## config.mk

```make
export PLATFORM = sky130hd
export DESIGN_NAME = round_judge_ctrl
export DESIGN_NICKNAME = d
export VERILOG_FILES = /design/src/rtl/game_pkg.sv /design/src/rtl/pair_index_gen.sv /design/src/rtl/round_judge_ctrl.sv
export SDC_FILE = /design/constraint.sdc
export NUM_CORES = 1
export LEC_CHECK = 0
export CELL_PAD_IN_SITES_DETAIL_PLACEMENT = 1
export CELL_PAD_IN_SITES_GLOBAL_PLACEMENT = 1
export CORE_ASPECT_RATIO = 2
export CORE_MARGIN = 3
export CORE_UTILIZATION = 40
export DETAILED_ROUTE_END_ITERATION = 16
export GPL_ROUTABILITY_DRIVEN = 0
export PLACE_DENSITY_LB_ADDON = 0.3
export SYNTH_ARGS = -nofsm -noshare
export SYNTH_HDL_FRONTEND = slang
export SYNTH_HIERARCHICAL = 1
export SYNTH_SLANG_ARGS = --single-unit
```

## constraint.sdc

```tcl
create_clock -name CLOCK_50 -period 2.9 [get_ports CLOCK_50]
set_input_delay 0.29 -clock CLOCK_50 [delete_from_list [all_inputs] [get_ports CLOCK_50]]
set_output_delay 0.29 -clock CLOCK_50 [all_outputs]
set_load 0.02 [all_outputs]
```

## src/rtl/game_pkg.sv

```systemverilog
// rtl/game_pkg.sv - shared types and constants for the 1A2B round judge
package game_pkg;

  localparam int DIGIT_W     = 4;
  localparam int DIGITS      = 4;
  localparam int MAX_CHANCES = 5;
  localparam int IDX_W       = 2;

  typedef logic [DIGIT_W-1:0] digit_t;

  typedef enum logic [1:0] {
    IDLE,
    CHECK,
    COMPARE,
    DECIDE
  } judge_state_t;

  // Digit k sits at [DIGIT_W*k +: DIGIT_W]; digit DIGITS-1 is the most significant.
  function automatic digit_t get_digit(input logic [DIGITS*DIGIT_W-1:0] v,
                                       input logic [IDX_W-1:0] k);
    return v[DIGIT_W*k +: DIGIT_W];
  endfunction

endpackage

```

## src/rtl/pair_index_gen.sv

```systemverilog
// rtl/pair_index_gen.sv - nested i/j index walker over unordered pairs (i<j) or the full square
module pair_index_gen
  import game_pkg::*;
(
  input  logic             clk_i,
  input  logic             reset_n_i,
  input  logic             load_pairs_i,
  input  logic             load_square_i,
  input  logic             step_i,
  input  logic             full_i,
  output logic [IDX_W-1:0] i_o,
  output logic [IDX_W-1:0] j_o,
  output logic             last_o
);

  localparam logic [IDX_W-1:0] LAST = IDX_W'(DIGITS - 1);

  logic [IDX_W-1:0] i_q;
  logic [IDX_W-1:0] j_q;

  always_ff @(posedge clk_i) begin
    if (!reset_n_i) begin
      i_q <= '0;
      j_q <= '0;
    end else if (load_pairs_i) begin
      i_q <= '0;
      j_q <= IDX_W'(1);
    end else if (load_square_i) begin
      i_q <= '0;
      j_q <= '0;
    end else if (step_i) begin
      if (j_q == LAST) begin
        i_q <= i_q + 1'b1;
        // Pair mode restarts j just above the new i.
        j_q <= full_i ? '0 : i_q + IDX_W'(2);
      end else begin
        j_q <= j_q + 1'b1;
      end
    end
  end

  assign i_o    = i_q;
  assign j_o    = j_q;
  assign last_o = full_i ? ((i_q == LAST) && (j_q == LAST))
                         : ((i_q == LAST - 1'b1) && (j_q == LAST));

endmodule

```

## src/rtl/round_judge_ctrl.sv

```systemverilog
// rtl/round_judge_ctrl.sv - one-round 1A2B judge: snapshot, validate, serial A/B scoring, chance bookkeeping
module round_judge_ctrl
  import game_pkg::*;
#(
  parameter int MAX_CHANCES_P = MAX_CHANCES,
  parameter int CNT_W         = 3
) (
  input  logic                      CLOCK_50,
  input  logic                      reset_n,
  input  logic                      start,
  input  logic                      new_game,
  input  logic [DIGITS*DIGIT_W-1:0] target_i,
  input  logic [DIGITS*DIGIT_W-1:0] guess_i,
  output logic                      busy,
  output logic                      done,
  output logic                      invalid,
  output logic [CNT_W-1:0]          result_a,
  output logic [CNT_W-1:0]          result_b,
  output logic [CNT_W-1:0]          chances_left,
  output logic                      win,
  output logic                      lose
);

  judge_state_t state_q, state_d;

  logic [DIGITS*DIGIT_W-1:0] tgt_q, gss_q;
  logic                      range_err_q, dup_err_q;
  logic [CNT_W-1:0]          acc_a_q, acc_b_q;
  logic                      busy_q, done_q, invalid_q, win_q, lose_q;
  logic [CNT_W-1:0]          result_a_q, result_b_q, chances_q;

  logic             accept, load_square, step, full;
  logic             range_bad, pair_eq, match, check_fail;
  logic [IDX_W-1:0] idx_i, idx_j;
  logic             idx_last;

  pair_index_gen u_pair_index_gen (
    .clk_i         (CLOCK_50),
    .reset_n_i     (reset_n),
    .load_pairs_i  (accept),
    .load_square_i (load_square),
    .step_i        (step),
    .full_i        (full),
    .i_o           (idx_i),
    .j_o           (idx_j),
    .last_o        (idx_last)
  );

  always_comb begin
    range_bad = 1'b0;
    for (int k = 0; k < DIGITS; k++) begin
      if (guess_i[DIGIT_W*k +: DIGIT_W] > digit_t'(9)) range_bad = 1'b1;
    end
  end

  assign pair_eq    = (get_digit(gss_q, idx_i) == get_digit(gss_q, idx_j));
  assign match      = (get_digit(gss_q, idx_i) == get_digit(tgt_q, idx_j));
  // Includes the pair under test so the final CHECK cycle can branch on it.
  assign check_fail = range_err_q | dup_err_q | pair_eq;

  always_ff @(posedge CLOCK_50) begin
    if (!reset_n) state_q <= IDLE;
    else          state_q <= state_d;
  end

  always_comb begin
    state_d = state_q;
    if (new_game) begin
      state_d = IDLE;
    end else begin
      case (state_q)
        IDLE:    if (accept) state_d = CHECK;
        CHECK:   if (idx_last) state_d = check_fail ? DECIDE : COMPARE;
        COMPARE: if (idx_last) state_d = DECIDE;
        DECIDE:  state_d = IDLE;
        default: state_d = IDLE;
      endcase
    end
  end

  always_comb begin
    accept      = (state_q == IDLE) && start && !new_game && !win_q && !lose_q;
    load_square = (state_q == CHECK) && idx_last && !check_fail;
    step        = (state_q == CHECK) || (state_q == COMPARE);
    full        = (state_q == COMPARE);
  end

  always_ff @(posedge CLOCK_50) begin
    if (!reset_n) begin
      tgt_q       <= '0;
      gss_q       <= '0;
      range_err_q <= 1'b0;
      dup_err_q   <= 1'b0;
      acc_a_q     <= '0;
      acc_b_q     <= '0;
      busy_q      <= 1'b0;
      done_q      <= 1'b0;
      invalid_q   <= 1'b0;
      result_a_q  <= '0;
      result_b_q  <= '0;
      win_q       <= 1'b0;
      lose_q      <= 1'b0;
      chances_q   <= CNT_W'(MAX_CHANCES_P);
    end else if (new_game) begin
      busy_q     <= 1'b0;
      done_q     <= 1'b0;
      invalid_q  <= 1'b0;
      result_a_q <= '0;
      result_b_q <= '0;
      win_q      <= 1'b0;
      lose_q     <= 1'b0;
      chances_q  <= CNT_W'(MAX_CHANCES_P);
    end else begin
      done_q <= 1'b0;
      case (state_q)
        IDLE: begin
          if (accept) begin
            tgt_q       <= target_i;
            gss_q       <= guess_i;
            range_err_q <= range_bad;
            dup_err_q   <= 1'b0;
            acc_a_q     <= '0;
            acc_b_q     <= '0;
            busy_q      <= 1'b1;
          end
        end
        CHECK: begin
          if (pair_eq) dup_err_q <= 1'b1;
        end
        COMPARE: begin
          if (match) begin
            if (idx_i == idx_j) acc_a_q <= acc_a_q + 1'b1;
            else                acc_b_q <= acc_b_q + 1'b1;
          end
        end
        DECIDE: begin
          done_q <= 1'b1;
          busy_q <= 1'b0;
          if (range_err_q || dup_err_q) begin
            invalid_q  <= 1'b1;
            result_a_q <= '0;
            result_b_q <= '0;
          end else begin
            invalid_q  <= 1'b0;
            result_a_q <= acc_a_q;
            result_b_q <= acc_b_q;
            if (acc_a_q == CNT_W'(DIGITS)) begin
              win_q <= 1'b1;
            end else if (chances_q <= CNT_W'(1)) begin
              chances_q <= '0;
              lose_q    <= 1'b1;
            end else begin
              chances_q <= chances_q - 1'b1;
            end
          end
        end
        default: ;
      endcase
    end
  end

  assign busy         = busy_q;
  assign done         = done_q;
  assign invalid      = invalid_q;
  assign result_a     = result_a_q;
  assign result_b     = result_b_q;
  assign chances_left = chances_q;
  assign win          = win_q;
  assign lose         = lose_q;

endmodule

```

---- Yosys cells after proc, flatten, opt, wreduce, memory -nomap -nowiden ----
Index checks and enable logic that the tools add are counted.
word-level totals
  input port bits ......................... 36
  bits in registers ....................... 60
cells by class
  equality and inequality tests ........... 17
  muxes and demuxes ....................... 32
  shift-type cells ........................ 3
  add/subtract/negate cells ............... 6
  bitwise logic cells ..................... 6
  reductions and logical operators ........ 31
  order comparisons ....................... 5
operator list
  cell                                                  count
  indexed part select 16 x 5 -> 4 bit                   3
  2-to-1 mux 3 bit                                      8
  > comparator 4 bit (second input constant)            4
  2-to-1 mux 1 bit                                      14
  != test 2 bit (second input constant)                 7
  one-hot mux 3 bit (2 select lines)                    2
  AND reduction 3 bit                                   4
  equality test 2 bit (second input constant)           5
  2-to-1 mux 2 bit                                      5
  AND reduction 5 bit                                   2
  equality test 4 bit                                   2
  logical AND 1 bit                                     8
  one-hot mux 2 bit (4 select lines)                    1
  AND reduction 4 bit                                   2
  adder 3 x 1 -> 3 bit (second input constant)          2
  nonzero test 2 bit                                    3
  adder 2 x 1 -> 2 bit (second input constant)          2
  zero test 1 bit                                       4
  inverter 1 bit                                        4
  one-hot mux 1 bit (2 select lines)                    2
  AND reduction 2 bit                                   2
  equality test 3 bit (second input constant)           1
  <= comparator 3 x 1 -> 1 bit (second input constant)  1
  nonzero test 3 bit                                    1
  9 further kinds                                       11

---- Logic depth before layout (Yosys ltp) ----
Gate-level depths: netlist of the first run.
  depth in word-level cells ............... 7
  gate-level depth with buffers ........... 10

---- Modules after synthesis ----
The synthesis of the first run kept the hierarchy.
by module, submodules not included
  module            instances  area an instance (sq um)  cells each
  round_judge_ctrl  1          2856.5                    321
  pair_index_gen    1          220.2                     28

---- Worst setup path after synthesis of the first run ----
No wires, ideal clock.
  kind .................................... register to register
  from .................................... reg u_pair_index_gen.i_q[0] (netlist: u_pair_index_gen/i_o[0])
  to ...................................... reg u_pair_index_gen.j_q[1] (netlist: u_pair_index_gen/j_o[1])
  required time ........................... 2.814 ns
  path slack .............................. 0.794 ns
  cell stages (with the launch flop) ...... 9
  arrival ................................. 2.020 ns
  library setup time ...................... 0.086 ns
  clock period less this slack ............ 2.106 ns
  cells stage by stage .................... dfxtp_1 -> buf_6 -> mux4_1 -> xor2_1 -> nor4_2 -> nor2_1 -> nor2_1 -> nand2_1 -> a211oi_1
on the way
  longest elaborated chain between the ends .. 6
ends and longest elaborated chain
  item                                                               RTL line                                      text
  start, declared                                                    pair_index_gen.sv:18                          logic [IDX_W-1:0] i_q;
  start signal, assigned                                             pair_index_gen.sv:33                          i_q <= i_q + 1'b1;
  indexed part select 16 x 5 -> 4 bit, or another cell as far along  game_pkg.sv:21                                return v[DIGIT_W*k +: DIGIT_W];
  equality test 4 bit, or another cell as far along                  round_judge_ctrl.sv:56                        assign pair_eq = (get_digit(gss_q, idx_i) == get_digit(gss_q, idx_j));
  OR 1 bit or 2-to-1 mux 1 bit (tied branches)                       round_judge_ctrl.sv:59, pair_index_gen.sv:44
  zero test 1 bit or logical AND 1 bit (tied branches)               round_judge_ctrl.sv:83                        load_square = (state_q == CHECK) && idx_last && !check_fail;
  logical AND 1 bit *                                                round_judge_ctrl.sv:83
  named net load_square                                              round_judge_ctrl.sv:32                        logic accept, load_square, step, full;
  OR reduction 3 bit (no source line) *                              n/a
  end signal, assigned                                               pair_index_gen.sv:35                          j_q <= full_i ? '0 : i_q + IDX_W'(2);
  end signal, assigned                                               pair_index_gen.sv:37                          j_q <= j_q + 1'b1;
  end, declared                                                      pair_index_gen.sv:19                          logic [IDX_W-1:0] j_q;
Mark *: on every way through the listed nets, which the timed path passes. The rest lies on a longest branch.
A chain may end at the register's enable or synchronous reset.

---- Worst setup path in the final report of the first run ----
Ends and elaborated chain as after synthesis.

==> results of run 1 <==
==> logic make-up after synthesis <==
kind of cell,Yosys count
compound gates,74
xor+xnor,12
fa+ha+maj,11
buf+inv,30
flops,60
mux,22
simple gates,140
==> flip-flops by register name (all words and copies together), names as in the netlist, 2 cells and up <==
register / flops
gss_q: 16
tgt_q: 16
acc_a_q: 3
state_q: 2
u_pair_index_gen/j_o: 2
result_b: 3
chances_left: 3
result_a: 3
acc_b_q: 3
u_pair_index_gen/i_o: 2
==> layer usage <==
layer	wire (um)	vias up	GRT usage (%)
li1	-	1292	-
met1	2780	1278	19.8
met2	4730	58	39.1
met3	306	18	4.74
met4	234	0	9.61
met5	0	-	0
==> critical path: cells and delay by family, from the launching register on <==
kind	cells	cell delay [ps]
AO/OA/AOI/OAI	1	240
XOR/XNOR	1	200
flip-flops	1	570
multiplexers	1	660
AND/OR/NAND/NOR	4	720
==> through the flow <==
| step | power (mW) | utilization, % | hold WS (ps) | std cells |
|---|---|---|---|---|
| finish | 2.04 | 52.9 | 463 | 495 |
| global route | 2.14 | 52.9 | 485 | 495 |
| CTS | 2.07 | 52.9 | 466 | 495 |
| detailed placement | 1.17 | 49.7 | 460 | 482 |
| global placement | 1.16 | 49.7 | 457 | 482 |
| floorplan | 1.07 | - | 428 | 349 |
==> layout by cell type, fill, tap and decap left out, drive strengths merged, types with 4 or more instances in the layout <==
cell,netlist,routed
mux4,12,12
nand3,7,7
clkdlybuf4s50,0,49
clkbuf,13,13
inv,14,14
nor2,21,21
mux2i,10,10
o21ai,10,10
nand2,89,89
a21oi,14,14
a21boi,36,36
buf,2,7
nor3b,4,4
ha,11,11
xor2,10,10
nand2b,5,5
nor2b,5,5
dfxtp,60,60
==> cell type report <==
| cell class | instances | area (um^2) | area share (%) |
|---|---|---|---|
| well taps | 92 | 115 | 2.95 |
| flip-flops and latches | 60 | 1200 | 30.8 |
| multi-input cells | 259 | 1750 | 44.8 |
| repair buffers | 56 | 543 | 13.9 |
| clock buffers | 13 | 240 | 6.15 |
| inverters | 15 | 56.3 | 1.44 |
==> power groups by stage <==
stage | clock network (mW) | logic (mW) | registers (mW)
6_report | 0.883 | 0.261 | 0.892
3_3_place_gp | 0 | 0.255 | 0.906
5_1_grt | 0.956 | 0.290 | 0.896
4_1_cts | 0.909 | 0.267 | 0.893
2_1_floorplan | 0 | 0.175 | 0.890
3_5_place_dp | 0 | 0.263 | 0.909
==> path summary, 6_finish.rpt <==
path                                        start                                    to  depth (start not counted)
max          u_pair_index_gen/i_o[0]$_SDFFE_PP0P_  u_pair_index_gen/j_o[1]$_SDFFE_PP0P_                          7
min                         tgt_q[5]$_SDFFE_PN0P_                 tgt_q[5]$_SDFFE_PN0P_                          2
max reg2reg  u_pair_index_gen/i_o[0]$_SDFFE_PP0P_  u_pair_index_gen/j_o[1]$_SDFFE_PP0P_                          7
min reg2reg                 tgt_q[5]$_SDFFE_PN0P_                 tgt_q[5]$_SDFFE_PN0P_                          2
==> reports/qor.csv, run 1 <==
stage,metric,value,unit
placement,Place WS,391,ps
cells_and_area,Syn-to-layout area delta,26.9,%
sta,Setup TNS,0,ps
placement,HPWL after DPL,6.22,mm
synth,synthesized flop and latch total,60,
power,Sw Ratio,23.7,%
grt,initial antenna violation count,0,
grt,global-route wire length before repair,13.6,mm
flow_run,max-cap violation count,0,
power,P_sw,0.483,mW
synth,Syn Area/Cell,8.82,um^2
synth,main area contributors after synthesis,"dfxtp_1 (39%), nand2_1 (11%), a21boi_0 (8.8%), mux4_2 (8.1%), ha_1 (4.5%)",
synth,Simple-Gate Fraction of Synth Area,20.5,%
synth,post-synthesis mux area share,12.2,%
sta,Least-Margin Pin Slew,630,ps
synth,cells after synthesis,349,
floorplanning,DIE HEIGHT,130,um
sta,final worst slack,394,ps
sta,final setup fails,0,
worst_setup_path,R2R Setup Slk,390,ps
clock_network,CTS Sinks,60,
power,peak supply drop,437,uV
power,Pleak,1.48,nW
routing,DRC Markers,0,
synth,post-synthesis sequential area ratio,39.0,%
routing,Via density,5.35,
power,Reg power frac,43.8,%
synth,top_reg_cell synth,dfxtp_1,
sta,fmax,399,MHz
clock_network,Max clock buf depth,2,
sta,slew margin rel.,57.6,%
clock_network,CTS resizes,0,
routing,Iter 0 DRT Violations,94,
placement,dpl cell area,3660,um^2
placement,IO Port Bufs,49,
worst_setup_path,slowest CP cell,mux4_1,
synth,Syn Nets,396,
cells_and_area,share of layout cells above drive strength 1,8.19,%
worst_setup_path,Critical Path RT,3130,ps
sta,unrepaired setup endpoints after global routing,no,
routing,DR pass1 iterations,4,
routing,Post-Route WL,8.05,mm
synth,area share of the largest cell type after synthesis,39.0,%
synth,Mapped Area,3080,um^2
clock_network,"Hold-fix buffers, CTS",0,
hold_path,Hold WC Path Type,flop to flop,
routing,via count,2646,
grt,GR Overflow Total,0,
clock_network,Clock Latency Late Sink,330,ps
synth,Synth Area in XOR/XNOR,3.42,%
worst_setup_path,Worst setup EP type,flop,
cells_and_area,number of diodes,0,
routing,DRT antenna net count,0,
floorplanning,Die X,68.0,um
floorplanning,row count,44,
clock_network,post-CTS setup buffers,0,
clock_network,Num CTS Buffers,9,
clock_network,CTS Root Cell,clkbuf_16,
worst_setup_path,WS Path Type,flop to flop,
floorplanning,Core Region,7380,um^2
synth,number of synthesized flops with an enable pin,0,
worst_setup_path,CP Data Arrival Time,2730,ps
synth,Netlist cell types,42,
power,P_int,1.55,mW
worst_setup_path,"slowest stage delay, CP",660,ps
synth,largest area contributor in the netlist,dfxtp_1,
sta,clk_skew,9.72,ps
floorplanning,Die Footprint,8840,um^2
synth,Synth Area in Compound Gates,16.3,%
worst_setup_path,worst-path cell chain,"mux4_1, xor2_1, nor4_2, nor2_1, nor2_1, nand2_1, a211oi_1",
cells_and_area,Nets,448,
clock_network,clk slew on worst S/H paths,50,ps
worst_setup_path,crit path launch type,flop,
sta,fin crit share,86.4,%
cells_and_area,Fill cells,873,
synth,"top cells by count, synth","nand2_1 (88), dfxtp_1 (60), a21boi_0 (36)",
synth,synth warn,6,
clock_network,CTS H-tree depth,3,
power,Comb power frac,12.8,%
cells_and_area,post-route cell area,3900,um^2
synth,Synth Area in Adders,4.47,%
synth,largest family of logic cells by synthesized area,simple AND/OR/NAND/NOR gates,
floorplanning,Initial Util,41.7,%
synth,most common cell in the synthesized netlist,nand2_1,
power,power density over the cells,522,nW/um^2
worst_setup_path,crit-path max FO,8,
clock_network,CTS tree,built,
grt,vias in the first global route,2800,
routing,drt wl/cell,16.3,um
grt,largest net degree at the start of global routing,44,
worst_setup_path,Most common cell on crit path,nor2_1,
synth,async set or reset register ratio after synthesis,0,%
status,status,"complete, no violations",
power,clock group share of total power,43.4,%
grt,total track usage,20.6,%
sta,count of pins over their slew limit,0,
floorplanning,Ports,50,
sta,"Min Clock Period, post-route",2510,ps
sta,final hold vios,0,
Note: power is estimated with default switching activity, not from simulation.
==> inputs of run 2 (changes only) <==
--- a/config.mk
+++ b/config.mk
@@ -5,11 +5,12 @@
 export SDC_FILE = /design/constraint.sdc
 export NUM_CORES = 1
 export LEC_CHECK = 0
+export ABC_AREA = 1
 export CELL_PAD_IN_SITES_DETAIL_PLACEMENT = 1
 export CELL_PAD_IN_SITES_GLOBAL_PLACEMENT = 1
 export CORE_ASPECT_RATIO = 2
 export CORE_MARGIN = 3
-export CORE_UTILIZATION = 40
+export CORE_UTILIZATION = 38
 export DETAILED_ROUTE_END_ITERATION = 16
 export GPL_ROUTABILITY_DRIVEN = 0
 export PLACE_DENSITY_LB_ADDON = 0.3
==> run 2 against run 1 <==
Net effect: critical path type unchanged; critical path depth is 7 higher; sequential power grew 3.0%; clock skew shrank 6.2 ps; cell area up 4.5%; utilization shrank 3.7 points; clock power increased by 11%; largest power group is now the clock network; sequential share of layout area decreased by 1.3 points; global-route usage grew 0.23 points; die area grew 11%.
==> reports/qor.csv, run 2 <==
stage,metric,value,unit
synth,synthesized flop and latch total,60,
synth,Syn Nets,548,
routing,DRT antenna net count,0,
placement,HPWL after DPL,7.37,mm
power,Reg power frac,38.5,%
synth,largest area contributor in the netlist,dfxtp_1,
worst_setup_path,slowest CP cell,dfxtp_1,
clock_network,clk slew on worst S/H paths,50,ps
cells_and_area,number of diodes,0,
sta,Setup TNS,0,ps
power,Tot Pwr,2.38,mW
grt,vias in the first global route,3479,
sta,final hold vios,0,
power,Sw Ratio,29.5,%
power,power density over the cells,585,nW/um^2
floorplanning,DIE HEIGHT,137,um
worst_setup_path,worst-path cell chain,"inv_2, nand2_1, nand3_1, nand2_1, inv_1, nand2_1, nand2_1, nor2_2, nand2_1, nand2_1, nor2_1, inv_1, nand3_1, nor3_1",
sta,final worst slack,730,ps
floorplanning,Initial Util,39.3,%
clock_network,CTS resizes,0,
flow_run,max-cap violation count,0,
cells_and_area,"most common cell after layout, fill and taps aside",nand2_1,
grt,GR Overflow Total,0,
routing,Post-Route WL,9.76,mm
worst_setup_path,crit-path max FO,10,
sta,final setup fails,0,
power,P_sw,0.702,mW
hold_path,Hold WC Path Type,flop to flop,
synth,Mapped Area,3260,um^2
routing,drt wl/cell,15.0,um
routing,Iter 0 DRT Violations,106,
cells_and_area,biggest regs,"gss_q: 16 flops, tgt_q: 16 flops",
synth,number of synthesized flops with an enable pin,0,
sta,"Min Clock Period, post-route",2170,ps
routing,DRC Markers,0,
placement,IO Port Bufs,49,
grt,total track usage,20.8,%
clock_network,post-CTS setup buffers,0,
sta,hold slack,464,ps
floorplanning,Die Footprint,9790,um^2
synth,area share of the largest cell type after synthesis,36.9,%
worst_setup_path,CP Data Arrival Time,2420,ps
cells_and_area,post-route cell area,4080,um^2
power,P_int,1.68,mW
grt,global-route wire length before repair,15.7,mm
worst_setup_path,"slowest stage delay, CP",550,ps
clock_network,CTS H-tree depth,3,
cells_and_area,fin util,49.2,%
placement,dpl cell area,3810,um^2
sta,slew margin rel.,65.5,%
sta,fin crit share,74.8,%
cells_and_area,Syn-to-layout area delta,25.2,%
floorplanning,Ports,50,
power,peak supply drop,321,uV
routing,via count,3370,
synth,cells after synthesis,501,
clock_network,"Hold-fix buffers, CTS",0,
status,status,"complete, no violations",
cells_and_area,Nets,594,
grt,initial antenna violation count,0,
sta,clk_skew,3.50,ps
worst_setup_path,"CP delay by family, top",simple AND/OR/NAND/NOR gates,
routing,Via density,5.19,
floorplanning,row count,47,
sta,count of pins over their slew limit,0,
placement,placed insts,634,
placement,Place WS,785,ps
clock_network,Max clock buf depth,2,
sta,Least-Margin Pin Slew,517,ps
cells_and_area,most frequent cells in the layout,"nand2_1 (153), nor2_1 (77), dfxtp_1 (60), clkdlybuf4s50_1 (49), o21ai_0 (42)",
worst_setup_path,Worst setup EP type,flop,
synth,most common cell in the synthesized netlist,nand2_1,
worst_setup_path,"Buf+Inv Stages, Crit Path",3,
worst_setup_path,WS Path Type,flop to flop,
synth,async set or reset register ratio after synthesis,0,%
worst_setup_path,Critical Path RT,3150,ps
sta,unrepaired setup endpoints after global routing,no,
synth,top_reg_cell synth,dfxtp_1,
clock_network,Clock Latency Late Sink,330,ps
power,Comb power frac,20.6,%
cells_and_area,share of layout cells above drive strength 1,7.99,%
power,Pleak,1.73,nW
clock_network,CTS Root Cell,clkbuf_16,
grt,largest net degree at the start of global routing,39,
floorplanning,Die X,71.5,um
sta,fmax,461,MHz
synth,post-synthesis sequential area ratio,36.9,%
worst_setup_path,Most common cell on crit path,nand2_1,
worst_setup_path,crit path launch type,flop,
floorplanning,Core Region,8290,um^2
routing,DR pass1 iterations,4,
power,clock group share of total power,40.9,%
clock_network,CTS tree,built,
synth,main area contributors after synthesis,"dfxtp_1 (37%), nand2_1 (18%), nor2_1 (8.9%), o21ai_0 (6.5%), nand3_1 (5.2%)",
clock_network,Num CTS Buffers,9,
synth,Netlist cell types,31,
synth,Syn Area/Cell,6.50,um^2
synth,synth warn,6,
cells_and_area,post-route insts no fill,649,
synth,"top cells by count, synth","nand2_1 (153), nor2_1 (77), dfxtp_1 (60)",
clock_network,CTS Sinks,60,
worst_setup_path,R2R Setup Slk,730,ps
==> run 2: worst paths after layout <==
| kind | depth (start not counted) | from | to |
|---|---|---|---|
| worst min register to register | 2 | result_b[0]$_SDFFE_PP0P_ | result_b[0]$_SDFFE_PP0P_ |
| worst min-delay path | 2 | result_b[0]$_SDFFE_PP0P_ | result_b[0]$_SDFFE_PP0P_ |
| worst max-delay path | 14 | u_pair_index_gen/i_o[0]$_SDFFE_PP0P_ | u_pair_index_gen/i_o[0]$_SDFFE_PP0P_ |
| worst max register to register | 14 | u_pair_index_gen/i_o[0]$_SDFFE_PP0P_ | u_pair_index_gen/i_o[0]$_SDFFE_PP0P_ |
==> run 2: worst min-delay path, stage by stage, from the launching register on <==
cell and delay, ps:
dfxtp_1 300, nand2_1 60, a21oi_1 50
==> run 2: power by group through the flow <==
| stage | Combinational, mW | Clock [mW] | Sequential [mW] |
|---|---|---|---|
| finish | 0.490 | 0.976 | 0.919 |
| global route | 0.557 | 1.02 | 0.925 |
| CTS | 0.497 | 0.998 | 0.919 |
| detailed placement | 0.492 | 0 | 0.935 |
| global placement | 0.477 | 0 | 0.934 |
| floorplan | 0.348 | 0 | 0.924 |
==> run 2: cell type report <==
cell class	count	area, um^2
Inverter	41	159
Clock inverter	2	10.0
Fill cell	1076	4210
Sequential cell	60	1200
Timing Repair Buffer	55	536
Tap cell	98	123
Clock buffer	13	260
Multi-Input combinational cell	380	1790
==> run 2: metal layers <==
| layer | global-route usage (%) | wire length [um] | part of all wire (%) |
|---|---|---|---|
| met1 | 17.9 | 3340 | 34 |
| met2 | 41.8 | 5670 | 58 |
| met4 | 13.5 | 464 | 4.8 |
| met3 | 3.38 | 288 | 3.0 |
| met5 | 0 | 0 | 0 |
==> run 2: kinds of logic (layout without fill, tap and decap cells) <==
family,after synthesis,count (layout),share of synthesized area (%)
and+or+nand+nor,286,286,36.3
AOI/OAI and AO/OA,77,77,12.5
buffers and inverters,61,111,8.22
DFF,60,60,36.9
adders and majority gates,11,11,4.22
xor gates and xnor gates,6,6,1.84
